File: src/rtl/bbs_pkg.sv
// Shared types and default parameters for the Blum-Blum-Shub sequencing controller.
package bbs_pkg;

  typedef enum logic [2:0] {
    S_IDLE,
    S_RESEED,
    S_WARM,
    S_RUN,
    S_WAIT_SEED
  } bbs_sched_state_t;

  localparam int unsigned BBS_W               = 16;
  localparam int unsigned BBS_WORD            = 8;
  localparam int unsigned BBS_NREQ            = 4;
  localparam int unsigned BBS_RESEED_INTERVAL = 1024;
  localparam int unsigned BBS_DISCARD         = 16;

endpackage

File: src/rtl/rr_arbiter.sv
// Round-robin arbiter: combinational one-hot pick starting at the pointer, which
// advances past the winner whenever a grant is taken.
module rr_arbiter #(
  parameter int unsigned NREQ = 4,
  localparam int unsigned PW  = (NREQ > 1) ? $clog2(NREQ) : 1
) (
  input  logic            clk,
  input  logic            reset_n,
  input  logic [NREQ-1:0] req,
  input  logic            en,
  output logic [NREQ-1:0] gnt_next,
  output logic [PW-1:0]   ptr
);

  logic [PW-1:0] ptr_q;
  logic [PW-1:0] idx;
  logic [PW-1:0] win;
  logic          found;

  always_comb begin
    gnt_next = '0;
    idx      = '0;
    win      = '0;
    found    = 1'b0;
    for (int unsigned i = 0; i < NREQ; i++) begin
      idx = PW'((32'(ptr_q) + i) % NREQ);
      if (en && !found && req[idx]) begin
        found         = 1'b1;
        win           = idx;
        gnt_next[idx] = 1'b1;
      end
    end
  end

  always_ff @(posedge clk or negedge reset_n) begin
    if (!reset_n) begin
      ptr_q <= '0;
    end else if (found) begin
      ptr_q <= (32'(win) + 32'd1 == NREQ) ? '0 : win + 1'b1;
    end
  end

  assign ptr = ptr_q;

endmodule

File: src/rtl/bbs_sched.sv
// Seeds and sequences bbs_top, packs its serial bit stream into words and hands
// each word to one requester under round-robin arbitration.
module bbs_sched
  import bbs_pkg::*;
#(
  parameter int unsigned W               = BBS_W,
  parameter int unsigned WORD            = BBS_WORD,
  parameter int unsigned NREQ            = BBS_NREQ,
  parameter int unsigned RESEED_INTERVAL = BBS_RESEED_INTERVAL,
  parameter int unsigned DISCARD         = BBS_DISCARD
) (
  input  logic            clk,
  input  logic            reset_n,
  input  logic [W-1:0]    seed_in,
  input  logic            seed_valid,
  output logic            seed_ready,
  output logic            bbs_reseed,
  output logic [W-1:0]    bbs_seed,
  input  logic            bbs_valid,
  input  logic            bbs_bit,
  input  logic [NREQ-1:0] req,
  output logic [NREQ-1:0] gnt,
  output logic [WORD-1:0] rd_data,
  output logic            seed_err,
  output logic [15:0]     drop_cnt
);

  localparam int unsigned PCW = $clog2(WORD + 1);
  localparam int unsigned WCW = $clog2(DISCARD + 2);
  localparam int unsigned ICW = $clog2(RESEED_INTERVAL + 1);
  localparam int unsigned PW  = (NREQ > 1) ? $clog2(NREQ) : 1;

  bbs_sched_state_t state_q;
  logic [W-1:0]     seed_q;
  logic             reseed_q, ready_q, err_q;
  logic [NREQ-1:0]  gnt_q;
  logic [WORD-1:0]  rd_q;
  logic [15:0]      drop_q;
  logic [WORD-1:0]  pack_q, hold_q;
  logic [PCW-1:0]   pack_cnt_q;
  logic             hold_vld_q;
  logic [WCW-1:0]   warm_cnt_q;
  logic [ICW-1:0]   int_cnt_q;

  logic             fire, hold_free, pack_full, run_bit, drop, accept, word_done;
  logic             seed_hs, seed_bad;
  logic [WORD-1:0]  pack_shift;
  logic [NREQ-1:0]  gnt_next;
  logic [PW-1:0]    arb_ptr_unused;

  always_comb begin
    fire       = hold_vld_q && (|req);
    hold_free  = !hold_vld_q || fire;
    pack_full  = (pack_cnt_q == PCW'(WORD));
    run_bit    = (state_q == S_RUN) && bbs_valid;
    drop       = run_bit && pack_full && !hold_free;
    accept     = run_bit && !drop;
    word_done  = accept && (pack_cnt_q == PCW'(WORD - 1));
    pack_shift = {pack_q[WORD-2:0], bbs_bit};
    seed_hs    = seed_valid && ready_q;
    seed_bad   = (seed_in[W-1:1] == '0);
  end

  rr_arbiter #(
    .NREQ(NREQ)
  ) u_arb (
    .clk     (clk),
    .reset_n (reset_n),
    .req     (req),
    .en      (hold_vld_q),
    .gnt_next(gnt_next),
    .ptr     (arb_ptr_unused)
  );

  always_ff @(posedge clk or negedge reset_n) begin
    if (!reset_n) begin
      state_q    <= S_IDLE;
      seed_q     <= '0;
      reseed_q   <= 1'b0;
      ready_q    <= 1'b0;
      err_q      <= 1'b0;
      warm_cnt_q <= '0;
      int_cnt_q  <= '0;
    end else begin
      reseed_q <= 1'b0;
      err_q    <= 1'b0;
      unique case (state_q)
        S_IDLE, S_WAIT_SEED: begin
          ready_q <= 1'b1;
          if (seed_hs && seed_bad) begin
            err_q <= 1'b1;
          end else if (seed_hs) begin
            seed_q   <= seed_in;
            reseed_q <= 1'b1;
            ready_q  <= 1'b0;
            state_q  <= S_RESEED;
          end
        end
        S_RESEED: begin
          warm_cnt_q <= '0;
          int_cnt_q  <= '0;
          state_q    <= (DISCARD == 0) ? S_RUN : S_WARM;
        end
        S_WARM: begin
          if (bbs_valid) begin
            if (warm_cnt_q == WCW'(DISCARD - 1)) state_q <= S_RUN;
            warm_cnt_q <= warm_cnt_q + WCW'(1);
          end
        end
        S_RUN: begin
          if (accept) begin
            int_cnt_q <= int_cnt_q + ICW'(1);
            if (int_cnt_q == ICW'(RESEED_INTERVAL - 1)) begin
              state_q <= S_WAIT_SEED;
              ready_q <= 1'b1;
            end
          end
        end
        default: state_q <= S_IDLE;
      endcase
    end
  end

  // A full packer is a finished word waiting for the holding register; only a
  // partial word is thrown away on reseed.
  always_ff @(posedge clk or negedge reset_n) begin
    if (!reset_n) begin
      gnt_q      <= '0;
      rd_q       <= '0;
      drop_q     <= '0;
      pack_q     <= '0;
      pack_cnt_q <= '0;
      hold_q     <= '0;
      hold_vld_q <= 1'b0;
    end else begin
      gnt_q <= fire ? gnt_next : '0;
      if (fire) rd_q <= hold_q;
      if (drop && (drop_q != 16'hFFFF)) drop_q <= drop_q + 16'd1;

      if (pack_full && hold_free) begin
        hold_q     <= pack_q;
        hold_vld_q <= 1'b1;
        if (accept) begin
          pack_q     <= pack_shift;
          pack_cnt_q <= PCW'(1);
        end else begin
          pack_cnt_q <= '0;
        end
      end else if (word_done && hold_free) begin
        hold_q     <= pack_shift;
        hold_vld_q <= 1'b1;
        pack_cnt_q <= '0;
      end else begin
        if (fire) hold_vld_q <= 1'b0;
        if ((state_q == S_RESEED) && !pack_full) begin
          pack_cnt_q <= '0;
        end else if (accept) begin
          pack_q     <= pack_shift;
          pack_cnt_q <= pack_cnt_q + PCW'(1);
        end
      end
    end
  end

  assign seed_ready = ready_q;
  assign bbs_reseed = reseed_q;
  assign bbs_seed   = seed_q;
  assign gnt        = gnt_q;
  assign rd_data    = rd_q;
  assign seed_err   = err_q;
  assign drop_cnt   = drop_q;

endmodule

File: config.mk
export PLATFORM = sky130hd
export DESIGN_NAME = bbs_sched
export DESIGN_NICKNAME = d
export VERILOG_FILES = /design/src/rtl/bbs_pkg.sv /design/src/rtl/rr_arbiter.sv /design/src/rtl/bbs_sched.sv
export SDC_FILE = /design/constraint.sdc
export NUM_CORES = 1
export LEC_CHECK = 0
export ABC_AREA = 1
export BUFFER_PORTS_ARGS = -buffer_cell sky130_fd_sc_hd__buf_2
export CAP_MARGIN = 20
export CORE_UTILIZATION = 30
export DETAILED_ROUTE_END_ITERATION = 8
export GPL_TIMING_DRIVEN = 0
export PLACE_DENSITY = 0.49
export SYNTH_ARGS = -nofsm -noshare
export SYNTH_HDL_FRONTEND = slang
export SYNTH_SLANG_ARGS = --single-unit
File: constraint.sdc
create_clock -name clk -period 2.14 [get_ports clk]
set_input_delay 0.642 -clock clk [delete_from_list [all_inputs] [get_ports clk]]
set_output_delay 0.642 -clock clk [all_outputs]
set_load 0.02 [all_outputs]
# Word level (Yosys, flattened, before mapping)
# Index checks and enable logic that the tools add are counted.
# op_classes
n_bitwise,4
n_addsub,9
n_mux,65
eq_ne,18
reduce_logical,47
magnitude_cmp,8
# op_table
cell,n
$mux 8,6
$mux 4,9
$eq 32x3->1 const B,1
$mux 1,25
$logic_and 1x1->1,23
$pmux 11 s2,1
$mux 3,6
$add 16x1->16 const B,1
$ne 16x16->1 const B,1
$logic_not 15->1,1
$ne 2x2->1 const B,7
$lt 2x3->1 const B,4
$or 4x4->4,3
$pmux 3 s4,1
$add 11x1->11 const B,1
$eq 11x10->1 const B,1
$mux 11,1
$mux 2,5
$pmux 5 s2,1
$bmux 1 s2,4
$demux 1 s2,4
$ge 2x1->1 const B,4
$reduce_bool 2->1,4
$logic_not 1->1,7
other kinds (24),30
# totals
regBits,89
input_bits,25
word_cells,166
output_inout_bits,47

# Depth between registers and ports, before layout
# Gate-level depths: netlist of the first run.
# logic_depth
depth_word,19
mapped_depth,13
ltp_nobuf,13

# Cells and area by module
# From an unflattened synthesis of the first run, not the netlist that was laid out.
# unflattened
cells_unflattened,616
area_unflattened_um2,4907.2
# by_module_without_submodules
module,cells_each,n_inst,seq_area_each_um2,area_each_um2
bbs_sched,526,1,2177.1,4350.4
rr_arbiter,90,1,50.0,556.8

# Worst setup path before layout of the first run
# OpenSTA, ideal clock, no wires.
# synth_timing
kind,flip-flop to flip-flop
startpoint,reg u_arb.ptr_q[0] (netlist: u_arb.ptr[0])
endpoint,reg u_arb.ptr_q[1] (netlist: u_arb.ptr[1])
setup_time_ps,124
arrival_time_ps,1747
setup_slack_ps,268
stages_incl_launch_ff,13
required_time_ps,2016
n_path_buf,0
period_less_slack_ps,1872
cell_sequence,dfrtp_1 > inv_2 > ha_1 > inv_1 > nand3_1 > nand2_1 > nand3_1 > nor2_2 > nand2_1 > nand2_1 > nand2_1 > nand2_1 > nand3_1
# synth_between
elab_chain_cells,19
word_cells_on_any_way,33
cone_classes,5 x add/sub; 1 x eq/ne; 17 x mux; 10 x reduce/logical
# synth_lines
element,line,source
"start, declared",rr_arbiter.sv:15,logic [PW-1:0] ptr_q;
"start signal, assigned",rr_arbiter.sv:39,ptr_q <= (32'(win) + 32'd1 == NREQ) ? '0 : win + 1'b1;
$bmux 1 s2,rr_arbiter.sv:27,if (en && !found && req[idx]) begin
$mux 1 (not written as such),rr_arbiter.sv:27,
$logic_and 1x1->1,rr_arbiter.sv:27,
$mux 1,rr_arbiter.sv:27,
$logic_not 1->1,rr_arbiter.sv:27,
$logic_and 1x1->1 (2 in a row),rr_arbiter.sv:27,
$mux 1,rr_arbiter.sv:27,
$logic_not 1->1,rr_arbiter.sv:27,
$logic_and 1x1->1 (2 in a row),rr_arbiter.sv:27,
$mux 1,rr_arbiter.sv:27,
$logic_not 1->1,rr_arbiter.sv:27,
$logic_and 1x1->1 (2 in a row),rr_arbiter.sv:27,
$mux 2,rr_arbiter.sv:27,
$add 2x1->3,rr_arbiter.sv:39,
$eq 32x3->1,rr_arbiter.sv:39,
$mux 2,rr_arbiter.sv:39,
# Parallel ways exist; a longest one is shown, timed or not. The select of a mux whose other input is x is not followed.
# A chain may end at the register's enable or synchronous reset.

# Final worst setup path of the first run
# Ends and elaborated chain as after synthesis.

==> results of run 1 <==
-- flip-flops by register name, summed over array words and instances (netlist names) --
register    count
u_arb.ptr       2
state_q         3
bbs_seed       16
seed_ready      1
pack_q          8
rd_data         8
seed_err        1
pack_cnt_q      4
gnt             4
hold_q          8
warm_cnt_q      5
int_cnt_q      11
hold_vld_q      1
bbs_reseed      1
drop_cnt       16
-- power groups by stage --
| stage | registers [mW] | clock network [mW] | logic (mW) |
|---|---|---|---|
| finish | 2.19 | 1.71 | 1.51 |
| floorplan | 2.38 | 0 | 0.848 |
| CTS | 2.20 | 1.77 | 1.51 |
| global route | 2.24 | 1.83 | 1.73 |
| global placement | 2.22 | 0 | 1.46 |
| detailed placement | 2.22 | 0 | 1.50 |
-- Yosys cell counts, drive strengths merged --
master  count  area [um2]
nand2     184         711
dfrtp      89        2230
clkinv      1        3.75
o22ai       1        6.26
buf         6        32.5
a21boi      1        7.51
xnor2       6        52.6
nor4        5        37.5
xor2       11        96.3
nor3       15        80.1
ha         14         175
a21oi      17        85.1
o21ai      40         200
inv        71         267
o31ai       2        15.0
nand4      12        75.1
o221ai      7        61.3
nand3      44         238
a31oi       2        12.5
nor2       38         168
o211ai      1        7.51
clkbuf      2        7.51
-- kinds of logic after synthesis --
kind of cell               Yosys count  share of synthesized area, %
AOI/OAI and AO/OA                   71                          8.66
xor gates and xnor gates            17                          3.26
buffers and inverters               80                          6.80
DFF                                 89                          48.8
adders and majority gates           14                          3.84
and+or+nand+nor                    298                          28.7
-- routing by layer --
metal,wire length (um),part of all wire [%],track usage (%)
met5,0,0,0
met1,4900,48,18.1
met3,534,5.3,3.42
met4,218,2.1,6.67
met2,4510,44,22.1
-- final cells by class --
class / instances / area, um2 / share of cell area, %
clock inverter: 5 / 80.1 / 1.44
sequential: 89 / 2230 / 40.2
tap: 184 / 230 / 4.15
buffer: 8 / 40.0 / 0.721
clock buffer: 10 / 239 / 4.31
multi-input combinational: 400 / 2030 / 36.5
inverter: 72 / 273 / 4.91
timing repair buffer: 78 / 430 / 7.75
-- timing repair --
action / in CTS / in global routing
buffers inserted: 0 / 6
hold buffers: 0 / 0
gates cloned: 0 / 0
endpoints found under the setup margin: 1 / 3
gates resized for setup: 2 / 2
-- path summary, 6_finish.rpt --
check | startpoint | endpoint | slack, ns | cells after the start
max | u_arb.ptr[0] | u_arb.ptr[1] | 0.21 | 12
min | reset_n | bbs_seed[12] | 0.26 | 1
max reg2reg | u_arb.ptr[0] | u_arb.ptr[1] | 0.21 | 12
min reg2reg | hold_q[1] | rd_data[1] | 0.47 | 2
max in group asynchronous | reset_n | u_arb.ptr[1] | 1.21 | 2
min in group clk | hold_q[1] | rd_data[1] | 0.47 | 2
-- through the flow --
step	std cells	worst slack, ns	cell area (um2)	TNS, ns	hold WS [ns]
detailed placement	825	-0.0630	5180	-0.178	0.460
CTS	840	0.0795	5500	0	0.277
finish	846	0.214	5550	0	0.261
global route	846	0.00335	5550	0	0.307
global placement	824	-0.496	5150	-43.55	0.457
floorplan	569	0.268	4570	0	0.346
==> impl_metrics.py, run 1 <==
metrics = {
    "logic_synthesis": {
        "syn_nets": 608,
        "yosysUniqueCellTypes": 33,
        "ys_ff_latch": 89,
        "netlist_area_um2": 4570,
        "yosys_warnings": 0,
        "avgSynthCellArea_um2": 8.02,
        "synth-seq-area-share_pct": 48.8,
        "syn_inst": 569,
    },
    "floorplanning": {
        "start_util_pct": 31.1,
        "io_pins": 72,
        "fp.dieH_um": 125,
        "die_w_um": 125,
        "coreArea_um2": 14700,
        "die_area_um2": 15700,
        "rows": 44,
    },
    "sta": {
        "period_minus_slack_ns": 1.93,
        "max_freq_mhz": 519,
        "setup_viol": 0,
        "hold_violations": 0,
        "rsz0062_at_grt": "no",
        "tightest_slew_ns": 0.576,
        "slew_headroom_pct": 61.2,
        "slew_viol_final": 0,
        "period_share_pct": 90.0,
        "skew_ns": 0.00509,
    },
    "cells_and_area": {
        "syn_to_final_growth_pct": 21.6,
        "antenna_cells": 0,
        "mostFrequentLayoutCells": "nand2_1 (180), dfrtp_1 (87), buf_2 (75), inv_1 (65), nand3_1 (42)",
        "finalCoreUtilization_pct": 37.8,
        "final_common_cell": "nand2_1",
        "fill_cells": 1524,
        "finalNetCount": 697,
        "drive_above_1_share_pct": 18.3,
    },
    "clocking": {
        "cts.sinks": 89,
        "clockRootBuffer": "clkbuf_16",
        "cts_buffers": 9,
        "clkLatencyLatePin_ns": 0.34,
        "clk_pin_slew_worst_paths_ns": 0.06,
        "cts_max_level": 3,
        "clk_path_buf_depth": 2,
        "cts_tree": "yes",
    },
    "detailed_routing": {
        "wl_per_cell_um": 12.0,
        "vias_per_cell": 4.68,
        "drtIter0Drc": 187,
        "first_pass_iters": 9,
        "drtAntennaViolNets": 0,
        "finalWirelength_um": 10200,
        "drc": 4,
        "vias": 3957,
    },
    "global_routing": {
        "grt_max_degree": 57,
        "antenna_found_initial": 0,
        "grt_util_all_layers_pct": 14.0,
        "first_global_vias": 3849,
        "grt_pass1_wl_um": 17900,
        "overflow": 0,
    },
    "critical_path": {
        "crit_chain": "inv_4 -> ha_1 -> inv_1 -> nand3_1 -> nand2_1 -> nand3_1 -> nor2_2 -> nand2_1 -> nand2_1 -> nand2_1 -> nand2_1 -> nand3_1",
        "worstSetupPathType": "flip-flop to flip-flop",
        "cpLargestDelayFamily": "simple AND/OR/NAND/NOR gates",
        "crit_fanout": 10,
        "cpMaxStageDelayCell": "dfrtp_2",
        "cp.required_ns": 2.37,
        "start_kind": "flip-flop",
        "cp.arrival_ns": 2.16,
        "crit_top_cell": "nand2_1",
        "cpPeakStageDelay_ns": 0.43,
        "cp-end-kind": "flip-flop",
        "critPathBufInv": 2,
    },
    "run": {
        "cap_violations": 0,
    },
    "power_and_ir_drop": {
        "p_switching_mw": 1.89,
        "swShare_pct": 34.9,
        "peakVddDrop_mv": 0.495,
        "internal_power_mw": 3.52,
        "power.share.clock_pct": 31.5,
        "leakage_nw": 2.83,
        "finalPower_mw": 5.41,
        "pwr-share-comb_pct": 27.9,
        "p_seq_share_pct": 40.6,
        "powerDensity_nw_per_um2": 975,
    },
    "status": {
        "outcome": "finished with violations",
        "violations": "design-rule violations",
    },
    "place": {
        "dp_hpwl_um": 7500,
        "portBuffers": 71,
        "gp_congestion": 0.833,
    },
    "hold_path": {
        "hold_class": "input pin to async pin",
    },
}
No activity file was read; power rests on OpenSTA's default activity.
==> run 2: changes to the inputs <==
--- a/config.mk
+++ b/config.mk
@@ -6,12 +6,14 @@
 export NUM_CORES = 1
 export LEC_CHECK = 0
 export ABC_AREA = 1
+export ABC_CLOCK_PERIOD_IN_PS = 2140
 export BUFFER_PORTS_ARGS = -buffer_cell sky130_fd_sc_hd__buf_2
 export CAP_MARGIN = 20
 export CORE_UTILIZATION = 30
 export DETAILED_ROUTE_END_ITERATION = 8
 export GPL_TIMING_DRIVEN = 0
 export PLACE_DENSITY = 0.49
+export SETUP_SLACK_MARGIN = 0.4
 export SYNTH_ARGS = -nofsm -noshare
 export SYNTH_HDL_FRONTEND = slang
 export SYNTH_SLANG_ARGS = --single-unit
==> impl_metrics.py, run 2 (synthesized netlist as in run 1, its figures left out) <==
metrics = {
    "cells_and_area": {
        "drive_above_1_share_pct": 26.9,
        "finalCoreUtilization_pct": 40.5,
        "fin_cells": 864,
        "mostFrequentLayoutCells": "nand2_1 (172), dfrtp_1 (85), buf_2 (74), inv_1 (59)",
        "antenna_cells": 0,
        "syn_to_final_growth_pct": 30.3,
        "finalNetCount": 714,
        "final_common_cell": "nand2_1",
    },
    "power_and_ir_drop": {
        "leakage_nw": 2.95,
        "p_switching_mw": 2.00,
        "powerDensity_nw_per_um2": 959,
        "p_seq_share_pct": 38.8,
        "swShare_pct": 35.0,
        "internal_power_mw": 3.71,
        "finalPower_mw": 5.70,
        "power.share.clock_pct": 30.8,
        "peakVddDrop_mv": 0.497,
        "pwr-share-comb_pct": 30.5,
    },
    "global_routing": {
        "grt_util_all_layers_pct": 14.5,
        "first_global_vias": 3933,
        "grt_max_degree": 65,
        "antenna_found_initial": 0,
        "grt_pass1_wl_um": 18400,
        "overflow": 0,
    },
    "floorplanning": {
        "rows": 44,
        "fp.dieH_um": 125,
        "io_pins": 72,
        "start_util_pct": 31.1,
        "die_w_um": 125,
        "coreArea_um2": 14700,
        "die_area_um2": 15700,
    },
    "clocking": {
        "clkLatencyLatePin_ns": 0.35,
        "cts_max_level": 3,
        "cts_buffers": 9,
        "clk_pin_slew_worst_paths_ns": 0.07,
        "cts_tree": "yes",
        "cts.sinks": 89,
        "clk_path_buf_depth": 2,
        "clockRootBuffer": "clkbuf_16",
        "hold_buffers": 0,
    },
    "detailed_routing": {
        "first_pass_iters": 6,
        "drtIter0Drc": 178,
        "vias": 4021,
        "drtAntennaViolNets": 0,
        "finalWirelength_um": 10600,
        "wl_per_cell_um": 12.3,
        "drc": 3,
        "vias_per_cell": 4.65,
    },
    "place": {
        "dp.cells": 825,
        "portBuffers": 71,
        "gp_congestion": 0.829,
        "dp_hpwl_um": 7470,
    },
    "run": {
        "cap_violations": 0,
    },
    "sta": {
        "setup_viol": 0,
        "hold_violations": 0,
        "skew_ns": 0.00649,
        "rsz0062_at_grt": "yes",
        "max_freq_mhz": 588,
        "tightest_slew_ns": 0.604,
        "whs_ns": 0.212,
        "period_minus_slack_ns": 1.70,
        "period_share_pct": 79.5,
        "slew_viol_final": 0,
        "slew_headroom_pct": 59.4,
    },
    "critical_path": {
        "cpPeakStageDelay_ns": 0.41,
        "worstSetupPathType": "flip-flop to flip-flop",
        "crit_fanout": 5,
        "crit_top_cell": "nand2_1",
        "cpMaxStageDelayCell": "dfrtp_2",
        "crit_chain": "clkinv_4 -> buf_4 -> nand2_1 -> nand3_2 -> nand2_2 -> nand2_2 -> nor2_4 -> inv_2 -> nand2_2 -> inv_1 -> nand2_1 -> nand2_1 -> nand2_1 -> nand3_1",
        "cp.arrival_ns": 1.93,
        "cp-end-kind": "flip-flop",
        "start_kind": "flip-flop",
        "cp.required_ns": 2.37,
    },
    "status": {
        "outcome": "finished with violations",
        "violations": "design-rule violations",
    },
    "hold_path": {
        "hold_class": "input pin to async pin",
    },
}
==> run 2: what timing repair did <==
item | 4_1_cts | 5_1_grt
pin swaps | 2 | 17
hold endpoints to repair | 0 | 0
gates cloned | 0 | 0
endpoints found under the setup margin | 24 | 72
buffers inserted | 5 | 18
gates resized for setup | 13 | 55
==> run 2: worst paths after layout <==
check,startpoint,cells past startpoint,to,slack (ns)
max reg2reg,u_arb.ptr[0],14,u_arb.ptr[1],0.44
min,reset_n,1,int_cnt_q[5],0.21
max,u_arb.ptr[0],14,u_arb.ptr[1],0.44
max in group asynchronous,reset_n,2,u_arb.ptr[0],1.29
min reg2reg,hold_q[3],2,rd_data[3],0.47
min in group clk,hold_q[3],2,rd_data[3],0.47
==> run 2: power by group through the flow <==
stage,combinational [mW],sequential (mW),clock [mW]
final,1.74,2.21,1.75
after global placement,1.47,2.22,0
after floorplan,0.853,2.39,0
after detailed placement,1.50,2.23,0
after CTS,1.58,2.20,1.81
after global routing,1.97,2.26,1.88
==> run 2: layout make-up <==
class / count / area, um2
Buffer: 8 / 48.8
Clock buffer: 12 / 256
Clock inverter: 4 / 76.3
Fill cell: 1497 / 8750
Inverter: 72 / 280
Multi-Input combinational cell: 400 / 2250
Sequential cell: 89 / 2230
Tap cell: 184 / 230
Timing Repair Buffer: 95 / 574
==> run 2: worst max-delay path, delay by kind of cell (launching register included) <==
family,cells,cell delay [ns]
buffers and inverters,4,0.35
DFF,1,0.41
and+or+nand+nor,10,0.81
==> run 2: layer usage <==
| layer | vias to the layer above | share of wire, % | GRT usage [%] |
|---|---|---|---|
| met3 | 16 | 4.8 | 3.42 |
| met2 | 92 | 45 | 23.0 |
| li1 | 2062 | - | - |
| met4 | 0 | 2.2 | 7.32 |
| met1 | 1851 | 48 | 18.4 |
| met5 | - | 0 | 0 |
==> run 2: metrics by stage <==
step / worst slack, ns / area, um2 / setup TNS, ns
5_1_grt: 0.297 / 5950 / 0
3_5_place_dp: -0.0273 / 5200 / -0.0683
4_1_cts: 0.384 / 5630 / 0
6_report: 0.438 / 5950 / 0
2_1_floorplan: 0.423 / 4580 / 0
3_3_place_gp: -0.645 / 5170 / -41.95
==> run 3: changes to the inputs <==
--- a/config.mk
+++ b/config.mk
@@ -6,7 +6,7 @@
 export NUM_CORES = 1
 export LEC_CHECK = 0
 export ABC_AREA = 1
-export ABC_CLOCK_PERIOD_IN_PS = 2140
+export ABC_CLOCK_PERIOD_IN_PS = 1750
 export BUFFER_PORTS_ARGS = -buffer_cell sky130_fd_sc_hd__buf_2
 export CAP_MARGIN = 20
 export CORE_UTILIZATION = 30
==> constraint.sdc (replaced) <==
create_clock -name clk -period 1.75 [get_ports clk]
set_input_delay 0.525 -clock clk [delete_from_list [all_inputs] [get_ports clk]]
set_output_delay 0.525 -clock clk [all_outputs]
set_load 0.02 [all_outputs]
==> impl_metrics.py, run 3 (synthesized netlist as in run 1, its figures left out) <==
metrics = {
    "critical_path": {
        "reg2reg_depth": 8,
        "cpPeakStageDelay_ns": 0.39,
        "cp.arrival_ns": 1.91,
        "crit_top_cell": "nor2_4",
        "crit_fanout": 8,
        "cp-end-kind": "flip-flop",
        "cpMaxStageDelayCell": "dfrtp_1",
        "start_kind": "flip-flop",
        "worstSetupPathType": "flip-flop to flip-flop",
        "crit_chain": "inv_2 -> nand3_4 -> nor2_4 -> buf_12 -> nand2_8 -> nor2_4 -> clkinv_4 -> o221ai_2",
        "cp.required_ns": 2.01,
    },
    "global_routing": {
        "antenna_found_initial": 0,
        "grt_max_degree": 56,
        "first_global_vias": 4465,
        "overflow": 0,
        "grt_util_all_layers_pct": 17.5,
        "grt_pass1_wl_um": 22000,
    },
    "status": {
        "outcome": "finished clean",
    },
    "sta": {
        "tightest_slew_ns": 0.742,
        "max_freq_mhz": 607,
        "skew_ns": 0.00401,
        "period_share_pct": 94.1,
        "slew_headroom_pct": 50.5,
        "slew_viol_final": 0,
        "layout_setup_ws_ns": 0.104,
        "whs_ns": 0.245,
        "period_minus_slack_ns": 1.65,
        "rsz0062_at_grt": "yes",
        "hold_violations": 0,
        "setup_viol": 0,
    },
    "detailed_routing": {
        "drt-met1-wl_um": 5940,
        "vias": 4563,
        "finalWirelength_um": 13700,
        "drtAntennaViolNets": 0,
        "wl_met3_um": 401,
        "drtIter0Drc": 190,
        "top_layer": "met4",
        "vias_per_cell": 4.81,
        "drc": 0,
        "met2WireLength_um": 7080,
        "wl_per_cell_um": 14.5,
        "first_pass_iters": 6,
    },
    "clocking": {
        "clockRootBuffer": "clkbuf_16",
        "cts.sinks": 89,
        "cts_buffers": 9,
        "cts_max_level": 3,
        "clk_path_buf_depth": 2,
        "cts_tree": "yes",
        "clkLatencyLatePin_ns": 0.35,
        "clk_pin_slew_worst_paths_ns": 0.06,
        "hold_buffers": 0,
    },
    "power_and_ir_drop": {
        "powerDensity_nw_per_um2": 1120,
        "leakage_nw": 3.69,
        "swShare_pct": 37.6,
        "peakVddDrop_mv": 0.688,
        "pwr-share-comb_pct": 47.5,
        "internal_power_mw": 5.61,
        "p_switching_mw": 3.38,
        "p_seq_share_pct": 31.2,
        "power.share.clock_pct": 21.3,
    },
    "cells_and_area": {
        "finalNetCount": 799,
        "drive_above_1_share_pct": 55.4,
        "antenna_cells": 0,
        "final_common_cell": "nand2_1",
        "syn_to_final_growth_pct": 75.2,
        "mostFrequentLayoutCells": "nand2_1 (113), buf_6 (81), buf_4 (72), dfrtp_1 (71), nand2_2 (49)",
    },
    "place": {
        "portBuffers": 71,
        "gp_congestion": 0.766,
        "dp_hpwl_um": 7970,
        "place_ws_ns": -0.153,
    },
    "floorplanning": {
        "coreArea_um2": 14700,
        "start_util_pct": 31.1,
        "die_area_um2": 15700,
        "die_w_um": 125,
        "fp.dieH_um": 125,
        "io_pins": 72,
        "rows": 44,
    },
    "run": {
        "cap_violations": 0,
    },
    "hold_path": {
        "hold_class": "input pin to async pin",
    },
}
## run 3: changes by cell type in the layout (fill, tap and decap cells not counted), moves of 11 or more
cell / change
nand2_4: +15
o21ai_0: -27
buf_2: -54
nand3_1: -11
dfrtp_2: +14
buf_6: +79
dfrtp_1: -14
o21ai_2: +19
buf_4: +49
nand2_2: +41
nand2_1: -59
inv_1: -11
## run 3: path summary, 6_finish.rpt
path | startpoint | end | slack, ns
max in group asynchronous | reset_n | drop_cnt[10] | 0.83
worst max-delay path | state_q[2] | hold_q[2] | 0.10
min in group clk | seed_in[7] | bbs_seed[7] | 0.39
worst max register to register | state_q[2] | hold_q[2] | 0.10
worst min register to register | hold_q[7] | rd_data[7] | 0.49
worst min-delay path | reset_n | rd_data[4] | 0.25
## run 3: timing repair
item	CTS	global route
resized for setup	215	147
pin swaps	43	55
setup buffers	69	30
cloned	6	3
endpoints found under the setup margin	132	133
## run 3: cell type report
| type | instances | area, um2 |
|---|---|---|
| Fill cell | 1304 | 6700 |
| Multi-Input combinational cell | 401 | 3070 |
| Sequential cell | 89 | 2250 |
| Timing Repair Buffer | 178 | 1700 |
| Inverter | 72 | 338 |
| Clock buffer | 13 | 270 |
| Tap cell | 184 | 230 |
| Buffer | 8 | 115 |
| Clock inverter | 3 | 23.8 |
| Timing Repair inverter | 1 | 7.51 |
## run 3: per-layer routing
metal	track usage (%)	vias to the layer above
li1	-	2235
met1	22.5	2206
met2	29.8	90
met3	3.25	32
met4	5.52	0
met5	0	-
## run 3: worst max-delay path: cells and delay by family (launching register included)
kind                   cells  cell delay, ns
AOI/OAI and AO/OA          1            0.18
buffers and inverters      3            0.40
DFF                        1            0.39
and+or+nand+nor            4            0.58
## run 3: power groups by stage
| stage | Clock (mW) | Sequential [mW] | Combinational (mW) |
|---|---|---|---|
| after floorplan | 0 | 2.92 | 1.31 |
| after global placement | 0 | 2.72 | 2.11 |
| after detailed placement | 0 | 2.72 | 2.15 |
| after CTS | 1.97 | 2.74 | 3.34 |
| after global routing | 2.07 | 2.85 | 4.58 |
| final | 1.92 | 2.80 | 4.27 |
## run 3: per-stage QoR
| step | power (mW) | utilization [%] | setup TNS [ns] | instance area (um2) | cells |
|---|---|---|---|---|---|
| after CTS | 8.06 | 48.9 | 0 | 7180 | 916 |
| final | 8.99 | 54.4 | 0 | 8000 | 949 |
| after detailed placement | 4.87 | 37.4 | -4.42 | 5490 | 825 |
| after global routing | 9.49 | 54.4 | -0.0258 | 8000 | 949 |
| after global placement | 4.83 | 37.2 | -72.97 | 5470 | 824 |
| after floorplan | 4.23 | - | 0 | 4880 | 569 |
